[src/rtl/reg_write_scoreboard_pkg.sv]
// Shared sizing and constants for the register write scoreboard.
package reg_write_scoreboard_pkg;
    localparam int IDXW = 3;
    localparam int NREG = 2 ** IDXW;
    localparam int CNTW = 3;

    // Largest number of writes that may be in flight to one register.
    localparam logic [CNTW-1:0] CNT_MAX = '1;
endpackage

[src/rtl/reg_write_scoreboard_sb_counter.sv]
// One in-flight write counter for a single architectural register.
module reg_write_scoreboard_sb_counter
    import reg_write_scoreboard_pkg::*;
(
    input  logic            clk,
    input  logic            rst_n,
    input  logic            inc_i,
    input  logic            dec_i,
    input  logic            clr_i,
    output logic [CNTW-1:0] cnt_o,
    output logic            nz_o,
    output logic            underflow_o
);

    logic [CNTW-1:0] cnt_q;
    logic [CNTW-1:0] cnt_d;

    // Next count: clear wins, simultaneous inc/dec cancel, a decrement at zero saturates.
    always_comb begin
        cnt_d = cnt_q;
        if (clr_i) begin
            cnt_d = '0;
        end else if (inc_i && !dec_i) begin
            cnt_d = cnt_q + 1'b1;
        end else if (dec_i && !inc_i && (cnt_q != '0)) begin
            cnt_d = cnt_q - 1'b1;
        end
    end

    // Count register.
    always_ff @(posedge clk or negedge rst_n) begin
        if (!rst_n) begin
            cnt_q <= '0;
        end else begin
            cnt_q <= cnt_d;
        end
    end

    assign cnt_o       = cnt_q;
    assign nz_o        = (cnt_q != '0);
    // A writeback for a register with nothing in flight; suppressed while clearing.
    assign underflow_o = dec_i && !inc_i && !clr_i && (cnt_q == '0);

endmodule

[src/rtl/reg_write_scoreboard.sv]
// Scoreboard of registers with writebacks in flight; stalls decode on a RAW hazard
// or when the destination counter is saturated.
module reg_write_scoreboard
    import reg_write_scoreboard_pkg::*;
(
    input  logic            clk,
    input  logic            rst_n,
    input  logic            flush,
    input  logic            iss_valid,
    input  logic            iss_regwrite,
    input  logic [IDXW-1:0] iss_rd,
    input  logic            src1_valid,
    input  logic [IDXW-1:0] src1_idx,
    input  logic            src2_valid,
    input  logic [IDXW-1:0] src2_idx,
    input  logic            wb_valid,
    input  logic [IDXW-1:0] wb_rd,
    output logic            stall,
    output logic            iss_accept,
    output logic [NREG-1:0] pending,
    output logic            err
);

    logic [CNTW-1:0] cnt [NREG];
    logic [NREG-1:0] nz;
    logic [NREG-1:0] inc;
    logic [NREG-1:0] dec;
    logic [NREG-1:0] uflow;
    logic            hazard1;
    logic            hazard2;
    logic            full_rd;
    logic            err_q;
    logic            err_d;

    // Hazard and saturation checks use registered state only: a same-cycle
    // writeback does not release the stall until the following cycle.
    always_comb begin
        hazard1    = src1_valid && nz[src1_idx];
        hazard2    = src2_valid && nz[src2_idx];
        full_rd    = iss_regwrite && (cnt[iss_rd] == CNT_MAX);
        stall      = iss_valid && (hazard1 || hazard2 || full_rd);
        iss_accept = iss_valid && !stall && rst_n;
    end

    // Per-register increment/decrement decode.
    always_comb begin
        for (int i = 0; i < NREG; i++) begin
            inc[i] = iss_accept && iss_regwrite && (iss_rd == IDXW'(i));
            dec[i] = wb_valid && (wb_rd == IDXW'(i));
        end
    end

    for (genvar g = 0; g < NREG; g++) begin : g_cnt
        reg_write_scoreboard_sb_counter u_cnt (
            .clk         (clk),
            .rst_n       (rst_n),
            .inc_i       (inc[g]),
            .dec_i       (dec[g]),
            .clr_i       (flush),
            .cnt_o       (cnt[g]),
            .nz_o        (nz[g]),
            .underflow_o (uflow[g])
        );
    end

    assign err_d = err_q || (|uflow);

    // Sticky error flag, cleared only by reset.
    always_ff @(posedge clk or negedge rst_n) begin
        if (!rst_n) begin
            err_q <= 1'b0;
        end else begin
            err_q <= err_d;
        end
    end

    assign pending = nz;
    assign err     = err_q;

endmodule

[config.mk]
export PLATFORM = sky130hd
export DESIGN_NAME = reg_write_scoreboard
export DESIGN_NICKNAME = d
export VERILOG_FILES = /design/src/rtl/reg_write_scoreboard_pkg.sv /design/src/rtl/reg_write_scoreboard_sb_counter.sv /design/src/rtl/reg_write_scoreboard.sv
export SDC_FILE = /design/constraint.sdc
export NUM_CORES = 1
export LEC_CHECK = 0
export CAP_MARGIN = 20
export CORE_ASPECT_RATIO = 0.8
export CORE_MARGIN = 1
export CORE_UTILIZATION = 40
export DETAILED_ROUTE_END_ITERATION = 10
export GPL_TIMING_DRIVEN = 0
export PLACE_DENSITY_LB_ADDON = 0.12
export SLEW_MARGIN = 20
export SYNTH_ARGS = -nofsm -noshare
export SYNTH_HDL_FRONTEND = slang
export SYNTH_SLANG_ARGS = --single-unit
[constraint.sdc]
create_clock -name clk -period 4.75 [get_ports clk]
set_input_delay 0.7125 -clock clk [delete_from_list [all_inputs] [get_ports clk]]
set_output_delay 0.7125 -clock clk [all_outputs]
set_load 0.01 [all_outputs]
; Word-level counts from Yosys, hierarchy flattened
; Index checks and enable logic that the tools add are counted.
; W data, S select, Z words.
[op_classes]
eq_ne = 15
n_reduce_logical = 111
magnitude_cmp = 3
n_mux = 31
add_sub_neg = 16
n_bitwise = 1
[ops]
columns = cell, count
row1 = $mux W3, 26
row2 = $logic_and A1 B1 Y1, 63
row3 = $reduce_bool A3 Y1, 16
row4 = $logic_not A3 Y1, 10
row5 = $eq A3 B3 Y1 const B, 9
row6 = $add A3 B1 Y3 const B, 8
row7 = $sub A3 B1 Y3 const B, 8
row8 = $logic_not A1 Y1, 18
row9 = $eq A3 B2 Y1 const B, 4
row10 = $bmux W3 S3, 1
row11 = $lt A3 B4 Y1 const B, 2
row12 = $reduce_or A8 Y1, 1
row13 = $bmux W1 S3, 2
row14 = $eq A3 B1 Y1 const B, 2
row15 = $ge A4 B4 Y1 const B, 1
row16 = $not A3 Y4, 1
row17 = $logic_or A1 B1 Y1, 3
row18 = $mux W1, 2
[totals]
wordCells = 186
input_bits = 20
regBits = 25

; Longest topological paths before layout
[logic_depth]
depth_word = 19
depth_mapped = 13
ltp_nobuf = 12

; By module
; Synthesis repeated with hierarchy kept, for this count alone.
[unflattened]
cells_unflattened = 308
area_unflattened_um2 = 2590.0
[modules_own_cells]
columns = mod, cells_per_inst, area_per_inst_um2, instances, seq_area_each_um2
row1 = reg_write_scoreboard_sb_counter, 30, 259.0, 8, 75.1
row2 = reg_write_scoreboard, 68, 518.0, 1, 25.0

; Worst setup path after synthesis
; OpenSTA, ideal clock, no wires.
[synth_timing]
path_type = input to register
startpoint = in src1_idx[1]
endpoint = reg g_cnt[0].u_cnt.cnt_q[2]
t_required_ns = 4.618
setup_ns = 0.132
n_path_buf = 1
stages = 11
path_slack_ns = 1.446
arrival_time_ns = 3.172
path_cell_list = clkbuf_1 -> mux2i_1 -> a211oi_1 -> o32ai_2 -> nor4_2 -> nor2b_1 -> fa_1 -> and3_1 -> mux2i_1 -> xor2_1 -> nor2_1
[synth_via]
elab_chain_len = 15
word_cells_on_any_way = 18
cone_classes = 4 x mux / 14 x reduce/logical
[synth_lines]
columns = item, line_no
row1 = start: declaration, reg_write_scoreboard.sv:13  ; input logic [IDXW-1:0] src1_idx,
row2 = $bmux W1 S3 *, reg_write_scoreboard.sv:38  ; hazard1 = src1_valid && nz[src1_idx];
row3 = $mux W1 (implied by the code) *, reg_write_scoreboard.sv:38
row4 = $logic_and A1 B1 Y1 *, reg_write_scoreboard.sv:38
row5 = $logic_or A1 B1 Y1 * (2 in series), reg_write_scoreboard.sv:41  ; stall = iss_valid && (hazard1 || hazard2 || full_rd);
row6 = $logic_and A1 B1 Y1 *, reg_write_scoreboard.sv:41
row7 = $logic_not A1 Y1 *, reg_write_scoreboard.sv:42  ; iss_accept = iss_valid && !stall && rst_n;
row8 = $logic_and A1 B1 Y1 * (2 in series), reg_write_scoreboard.sv:42
row9 = $logic_and A1 B1 Y1 * (2 in series), reg_write_scoreboard.sv:48  ; inc[i] = iss_accept && iss_regwrite && (iss_rd == IDXW'(i));
row10 = $logic_not A1 Y1, reg_write_scoreboard_sb_counter.sv:25  ; end else if (dec_i && !inc_i && (cnt_q != '0)) begin
row11 = $logic_and A1 B1 Y1 (2 in series), reg_write_scoreboard_sb_counter.sv:25
row12 = $reduce_bool A3 Y1 (no source line), n/a
row13 = end signal: assignment, reg_write_scoreboard_sb_counter.sv:35  ; cnt_q <= cnt_d;
row14 = end: declaration, reg_write_scoreboard_sb_counter.sv:15  ; logic [CNTW-1:0] cnt_q;
; Every way passes the cells marked *; elsewhere a longest branch is shown, timed or not. The select of a mux whose other input is x is not followed.
; A chain may end at the register's enable or synchronous reset.

; Worst setup path after layout
[layout_timing]
startpoint = in src1_idx[0]
endpoint = out iss_accept
[layout_via]
elab_chain_len = 9
[layout_lines]
columns = item, line_no
row1 = $bmux W1 S3, reg_write_scoreboard.sv:38
row2 = $mux W1 (implied by the code), reg_write_scoreboard.sv:38
row3 = $logic_and A1 B1 Y1, reg_write_scoreboard.sv:38
row4 = $logic_or A1 B1 Y1 (2 in series), reg_write_scoreboard.sv:41
row5 = $logic_and A1 B1 Y1, reg_write_scoreboard.sv:41
row6 = $logic_not A1 Y1, reg_write_scoreboard.sv:42
row7 = $logic_and A1 B1 Y1 (2 in series), reg_write_scoreboard.sv:42
row8 = end: declaration, reg_write_scoreboard.sv:19  ; output logic iss_accept,
; Every way passes these cells. The select of a mux whose other input is x is not followed.

==> reports/metrics.yaml <==
clk_pin_slew_ns: 0.09
finalNonFillerCells: 354
via_per_inst: 5.19
fp-row-count: 23
grt_overflow_total: 0
muxShareOfSynthArea_pct: 9.58
ant_nets: 0
grt_max_degree: 28
vias: 1838
synth_compound_area_share_pct: 10.1
setup_slack_ns: 0.700
status: "complete, no violations"
synthArstFlopShare_pct: 100
leakage_nw: 1.01
numCtsBuffers: 3
syn_area_sq_um: 2210
setup_violations: 0
drt_iter0_markers: 173
diodes: 0
power.density_nw_per_um2: 176
grtUsageTotal_pct: 19.7
grt_pass1_wl_um: 8680
synthSimpleGateAreaFrac_pct: 30.5
crit_path_cell_trace: "clkdlybuf4s50_1, o31ai_1, a211oi_1, o32ai_2, a21oi_1, and3_1, clkdlybuf4s50_1"
drtPass1Iterations: 4
cts.sinks: 25
dp.cells: 350
wirelength_um: 5230
final_cell_mix: "39 x nor2_1, 27 x clkdlybuf4s50_1, 25 x dfrtp_1, 24 x inv_1"
ys.warnings.count: 0
r2r_end: "g_cnt[0].u_cnt.cnt_o[2]"
fmax_ghz: 0.247
cpPeakStageDelay_ns: 0.88
irDropWorstVdd_uv: 111
cts_tree: "yes"
layout_commonest_cell: "nor2_1"
arrival_ns: 3.34
synth.yosys.seq_area_share_pct: 28.3
synth_flop_cell: "dfrtp_1"
cts_resized: 0
crit_family: "compound AO/OA/AOI/OAI gates"
first_global_vias: 1832
timing.rr.start: "g_cnt[0].u_cnt.cnt_o[0]"
syn2layout_area_growth_pct: 18.0
cp_num_buf_inv: 2
die_w_um: 85.1
synth_edf_count: 0
post-dp-hpwl_um: 4110
critPathSlowestCell: "o32ai_2"
clock_skew_ns: 0.00541
postCtsSetupRepairBufs: 0
tns_ns: 0
drive_gt1_share_pct: 8.22
synth.avg_cell_area_sq_um: 8.49
cp-start-kind: "primary input"
finalHoldViolCount: 0
port_buffers: 28
slew_headroom_pct: 33.3
drcViolationCount: 0
holdBufCountCts: 0
r2r_cells: 11
antenna_found_initial: 0
worst_path_most_repeated_cell: "clkdlybuf4s50_1"
root_buffer: "clkbuf_8"
synth_xor_area_share_pct: 6.35
yosys.cell_types.count: 41
nets: 321
wl_met1_um: 2750
post-route-period-util_pct: 85.3
worstPathMaxFanout: 10
clk_latency_ns: 0.28
synth_cells: 260
yosys.area_share.adder_pct: 7.25
fp.dieArea_sq_um: 5820
drv_cap: 0
worstHoldPathType: "primary input to asynchronous set/reset pin"
route.met3.wl_um: 214
cts_buffer_depth: 2
worst_setup_path_end_kind: "primary output"
cp.required_ns: 4.04
rsz0062_at_grt: "false"
synth_seq_cells: 25
core_area_sq_um: 5150
reg2reg_setup_slack_ns: 1.52
gp_congestion: 0.778
tightest_slew_ns: 1.00
die_y_um: 68.5
hold_slack_ns: 0.436
highest_layer: "met4"
wl_met2_um: 2230
fin_crit_ns: 4.05
start_util_pct: 42.9
synth_top_family_by_area: "simple AND/OR/NAND/NOR gates"
power_w: 0.000459
drv_slew: 0
wire_per_inst_um: 14.8
htreeDepth: 1
timing_worst_setup_path_type: "primary input to primary output"
synth_fp_nets: 288
pre_cts_ws_ns: 0.488
ioPinCount: 31
startpoint: "src1_idx[0]"
## synth_stat cells, types with 6 or more instances
cell / number / share of area (%)
xnor2_1: 11 / 4.4
nor2_1: 39 / 6.6
fa_1: 8 / 7.3
nor3_1: 12 / 2.7
a211oi_1: 8 / 2.7
dfrtp_1: 25 / 28
buf_4: 8 / 2.7
and3_1: 7 / 2.0
inv_1: 24 / 4.1
nand2_1: 20 / 3.4
nand4_1: 6 / 1.7
nand2b_1: 8 / 2.3
nor2b_1: 10 / 2.8
mux2i_1: 20 / 9.1
## cells by family (layout without fill, tap and decap cells)
kind of cell	Yosys count	count (layout)
AND/OR/NAND/NOR	124	124
flip-flops	25	25
multiplexers	21	21
AO/OA/AOI/OAI	28	28
XOR/XNOR	16	16
adder cells (fa/ha/maj)	8	8
buffers and inverters	38	70
## how the worst max path moves through the flow
| stage | endpoint | slack, ns | depth (start not counted) |
|---|---|---|---|
| 5_1_grt | g_cnt[0].u_cnt.cnt_o[2] | 0.48 | 12 |
| 3_3_place_gp | g_cnt[7].u_cnt.cnt_o[1] | 0.34 | 7 |
| 3_5_place_dp | g_cnt[1].u_cnt.cnt_o[2] | 0.49 | 13 |
| 2_1_floorplan | g_cnt[0].u_cnt.cnt_o[2] | 1.45 | 11 |
| 4_1_cts | iss_accept | 0.72 | 7 |
| 6_report | iss_accept | 0.70 | 7 |
## worst register-to-register path, stage by stage (launching register included)
cell	delay (ns)
dfrtp_1	0.43
or3_4	0.43
or3_1	0.34
a41oi_2	0.22
o32ai_2	0.25
nor4_2	0.54
nor2b_1	0.22
fa_1	0.20
nor2_1	0.05
mux2i_1	0.18
xor2_1	0.18
nor2_1	0.05
## layout make-up
| cell class | count | area [sq um] |
|---|---|---|
| plain buffers | 14 | 83.8 |
| clock buffers | 4 | 45.0 |
| fillers | 511 | 2540 |
| inverters | 24 | 90.1 |
| multi-input cells | 197 | 1410 |
| flip-flops and latches | 25 | 626 |
| well taps | 62 | 77.6 |
| repair buffers | 28 | 275 |
## routing by layer
metal	GRT usage, %	vias up
li1	-	945
met1	27.4	861
met2	31.6	28
met3	4.22	4
met4	4.45	0
met5	0	-
## metrics by stage
| step | cell area, sq um | util, % |
|---|---|---|
| after CTS | 2610 | 50.6 |
| after global placement | 2570 | 49.8 |
| final | 2610 | 50.6 |
| after detailed placement | 2560 | 49.7 |
| after global routing | 2610 | 50.6 |
| after floorplan | 2210 | - |
## flip-flops by register name, indices dropped and copies added, names as in the netlist
name / flops
g_cnt.u_cnt.cnt_o: 24
err: 1
## report_power, final
part | total, W | switching [W] | leakage, nW | internal, W
sequential | 0.000223 | 0.00000503 | 0.346 | 0.000218
clock | 0.000134 | 0.0000737 | 0.0228 | 0.0000603
combinational | 0.000102 | 0.0000559 | 0.644 | 0.0000463
No activity file was read; power rests on OpenSTA's default activity.
